<file path="src/rtl/led_afterglow.sv">
// Per-channel LED afterglow: lit LEDs jump to full brightness and fade
// one level per decay tick, rendered through a shared 16-step PWM.
module led_afterglow #(
   parameter logic [25:0] DECAY_DIV = 26'd1250000,
   parameter int          N_LED     = 8
) (
   input  logic             clk,
   input  logic             rst_n,
   input  logic             en,
   input  logic [N_LED-1:0] pat_in,
   output logic [N_LED-1:0] led_out,
   output logic             glow_any,
   output logic             tick
);

   logic [3:0]  lvl [N_LED];
   logic [25:0] div_cnt;
   logic [3:0]  pwm_cnt;
   logic        wrap;
   logic        any_lit;

   assign wrap = (div_cnt == DECAY_DIV - 26'd1);

   always_comb begin
      any_lit = 1'b0;
      for (int i = 0; i < N_LED; i++)
         if (lvl[i] != 4'd0) any_lit = 1'b1;
   end

   always_ff @(posedge clk or negedge rst_n) begin
      if (!rst_n) begin
         div_cnt  <= '0;
         pwm_cnt  <= '0;
         tick     <= 1'b0;
         glow_any <= 1'b0;
         led_out  <= '0;
         for (int i = 0; i < N_LED; i++) lvl[i] <= 4'd0;
      end else begin
         tick     <= en && wrap;
         glow_any <= any_lit;
         if (en) begin
            div_cnt <= wrap ? 26'd0 : div_cnt + 26'd1;
            pwm_cnt <= pwm_cnt + 4'd1;
            // reload beats decrement when both land on the same cycle
            for (int i = 0; i < N_LED; i++) begin
               if (pat_in[i])
                  lvl[i] <= 4'd15;
               else if (tick && lvl[i] != 4'd0)
                  lvl[i] <= lvl[i] - 4'd1;
            end
         end
         for (int i = 0; i < N_LED; i++)
            led_out[i] <= en && (lvl[i] > pwm_cnt);
      end
   end

endmodule
</file>
<file path="config.mk">
export PLATFORM = sky130hd
export DESIGN_NAME = led_afterglow
export DESIGN_NICKNAME = d
export VERILOG_FILES = /design/src/rtl/led_afterglow.sv
export SDC_FILE = /design/constraint.sdc
export NUM_CORES = 1
export LEC_CHECK = 0
export BUFFER_PORTS_ARGS = -buffer_cell sky130_fd_sc_hd__buf_2
export CORE_UTILIZATION = 30
export CTS_CLUSTER_DIAMETER = 60
export DETAILED_ROUTE_END_ITERATION = 8
export PLACE_DENSITY = 0.53
export SYNTH_ARGS = -nofsm -noshare
export SYNTH_HDL_FRONTEND = slang
export SYNTH_SLANG_ARGS = --single-unit
</file>
<file path="constraint.sdc">
create_clock -name clk -period 2.1 [get_ports clk]
set_input_delay 0.21 -clock clk [delete_from_list [all_inputs] [get_ports clk]]
set_output_delay 0.21 -clock clk [all_outputs]
set_load 0.1 [all_outputs]
</file>
==> flow_summary.json <==
{
  "met2_length_um": 4700,
  "final-hold-violation-count": 0,
  "p_sw_share_pct": 41.1,
  "core_area_um2": 13900,
  "synth_cell_type_count": 41,
  "antenna_left": 0,
  "ys_ff_latch": 72,
  "slew_headroom_pct": 65.5,
  "netlist_area_um2": 4260,
  "post_synth.cell_area_avg_um2": 9.52,
  "die_h_um": 121,
  "hold_path_startpoint": "pat_in[4]",
  "dp_hpwl_um": 6840,
  "tightestPinTransition_ns": 0.518,
  "n_antenna_cell": 0,
  "cts_max_path_buffers": 2,
  "drive_above_1_share_pct": 13.6,
  "placementRows": 43,
  "ff2ff_setup_slack_ns": 0.13,
  "grt_pass1_vias": 3463,
  "clk_pin_slew_ns": 0.06,
  "r2r_start": "div_cnt[18]",
  "antenna_found_initial": 0,
  "holdWs_ns": 0.193,
  "clock_latency_ns": 0.34,
  "seq_area_frac_synth_pct": 42.3,
  "grt_overflow": 0,
  "p_seq_share_pct": 35.7,
  "place_congestion": 0.796,
  "die_x_um": 121,
  "fin_worst_skew_ns": 0.00658,
  "tns_ns": 0,
  "syn_nets": 501,
  "crit_arrival_ns": 2.19,
  "cts_tree": "yes",
  "crit_path_start_kind": "register",
  "placed_area_um2": 4650,
  "fmax_ghz": 0.508,
  "cts_num_sinks": 72,
  "cp.required_ns": 2.32,
  "detail_route.wl_per_cell_um": 14.3,
  "wirelength_met1_um": 4370,
  "fin_crit_ns": 1.97,
  "worstSetupPathType": "register to register",
  "numCtsBuffers": 9,
  "root_buffer": "clkbuf_16",
  "critPathMaxFanout": 6,
  "top_layer": "met4",
  "fin_util_pct": 35.7,
  "yosys_warnings": 0,
  "crit_slowest_cell": "or4_4",
  "vdd_drop_max_mv": 0.438,
  "rsz0062_at_grt": "false",
  "drv_cap": 0,
  "finalWirelength_um": 9560,
  "p_int_mw": 3.28,
  "p_sw_mw": 2.29,
  "num_vias": 3457,
  "port_buffers": 20,
  "cp-end-kind": "register",
  "min_period_over_period_pct": 93.7,
  "dieArea_um2": 14700,
  "finalSetupViolCount": 0,
  "start_util_pct": 30.7,
  "slowest_delay_ns": 0.56,
  "dr.pass1.iters": 4,
  "fill_cells": 1397,
  "crit_start": "div_cnt[18]",
  "powerDensity_nw_per_um2": 1120,
  "viasPerCell": 5.19,
  "post_cts_buffers": 0,
  "area_growth_pct": 16.2,
  "p_leak_nw": 2.15,
  "power_frac_comb_pct": 38.7,
  "synth_cells": 448,
  "drt_iter0_markers": 150,
  "htree_levels": 3,
  "status": "finished clean",
  "min_path_type": "input pin to register",
  "io_pins": 21,
  "route.met3.wl_um": 347,
  "final_area_um2": 4950,
  "grt_use_total_pct": 14.6,
  "maxSlewViolCount": 0,
  "grt_pass1_wl_um": 16700,
  "path_cells": "or4b_1 > or4_4 > nor3_4 > nor2_1",
  "final_nets": 535,
  "drc_errors": 0,
  "p_clk_share_pct": 25.6,
  "grt_start_max_net_pins": 44
}
## layer usage
layer / GRT usage [%] / vias to the layer above
met4: 4.32 / 0
li1: - / 1719
met3: 4.56 / 12
met2: 24.8 / 52
met5: 0 / -
met1: 17.7 / 1674
## logic make-up (layout without fill, tap and decap cells)
logic type	after synthesis	count (layout)	synth area share, %
buf+inv	50	88	4.49
xor+xnor	18	18	3.70
flops	72	72	42.3
mux	3	3	0.704
fa+ha+maj	42	42	12.3
compound gates	92	92	14.1
simple gates	171	171	22.4
## cell usage in the layout, fill, tap and decap left out, drive strengths merged, types with 7 or more instances in the layout
cell type,count
dfrtp,72
ha,42
inv,40
nand2,35
buf,32
a21oi,26
nor3,25
o21ai,24
nor2,22
nand4,17
nand3,13
o31ai,13
xnor2,11
clkbuf,11
nand2b,9
or3b,8
o32a,8
nor4,8
xor2,7
nor4b,7
## flip-flops by register name, summed over array words and instances, names as in the netlist
register / cells
div_cnt: 26
glow_any: 1
led_out: 8
lvl: 32
pwm_cnt: 4
tick: 1
## final cells by class
cell class	count	area, um2	share of cell area [%]
Clock inverter	4	20.0	0.404
Clock buffer	11	253	5.10
Multi-Input combinational cell	326	2290	46.3
Timing Repair Buffer	33	213	4.29
Sequential cell	72	1800	36.4
Inverter	40	150	3.03
Tap cell	180	225	4.55
## final timing paths
kind,endpoint,cells past startpoint
setup / recovery,div_cnt[6],4
hold / removal,lvl[14],3
setup reg to reg,div_cnt[6],4
hold reg to reg,pwm_cnt[3],1
max in group asynchronous,lvl[11],3
min in group asynchronous,lvl[31],2
## power groups by stage
stage	Sequential (mW)	Clock [mW]	Combinational (mW)
final	1.99	1.42	2.16
after global routing	2.04	1.54	2.46
after CTS	1.99	1.48	2.18
after detailed placement	2.01	0	2.16
after global placement	2.01	0	2.03
after floorplan	2.45	0	1.17
## synthesized netlist by cell type (all sizes together)
cell | number | share of area, %
o21ai | 24 | 2.8
nor4 | 8 | 1.2
o31ai | 13 | 2.3
inv | 40 | 3.5
dfrtp | 72 | 42
and4 | 2 | 0.41
o41ai | 4 | 0.82
mux2i | 3 | 0.70
and3 | 5 | 0.73
nand4b | 5 | 1.0
o31a | 1 | 0.21
nor4b | 7 | 1.4
nand4 | 17 | 2.5
nand3 | 13 | 1.5
nor2 | 22 | 2.0
o211ai | 3 | 0.53
buf | 4 | 0.41
o22ai | 3 | 0.44
xor2 | 7 | 1.4
nand2b | 9 | 1.3
xnor2 | 11 | 2.3
or2 | 1 | 0.15
o221a | 3 | 0.79
nor3 | 25 | 3.2
or4 | 3 | 0.53
o21a | 5 | 0.88
ha | 42 | 12
nor2b | 5 | 0.73
o32a | 8 | 1.9
or4b | 1 | 0.23
o2bb2ai | 1 | 0.21
clkbuf | 6 | 0.56
o221ai | 1 | 0.21
nand2 | 35 | 3.1
or3 | 5 | 0.73
a21oi | 26 | 3.1
or3b | 8 | 1.6
## through the flow
stage | setup WS (ns) | instances | power [mW]
finish | 0.132 | 666 | 5.57
global route | 0.00568 | 666 | 6.04
CTS | 0.00173 | 666 | 5.65
detailed placement | -0.00985 | 650 | 4.17
global placement | 0.0272 | 650 | 4.05
floorplan | 0.0266 | 448 | 3.62
## worst max-delay path: cells and delay by family, from the launching register on
family,cells,cell delay (ns)
DFF,1,0.40
and+or+nand+nor,4,1.45
## repair_timing
action | 4_1_cts | 5_1_grt
endpoints found under the setup margin | 0 | 15
gates resized for setup | 0 | 5
hold buffers | 1 | 0
hold endpoints to repair | 12 | 0
(Power assumes the default switching activity.)
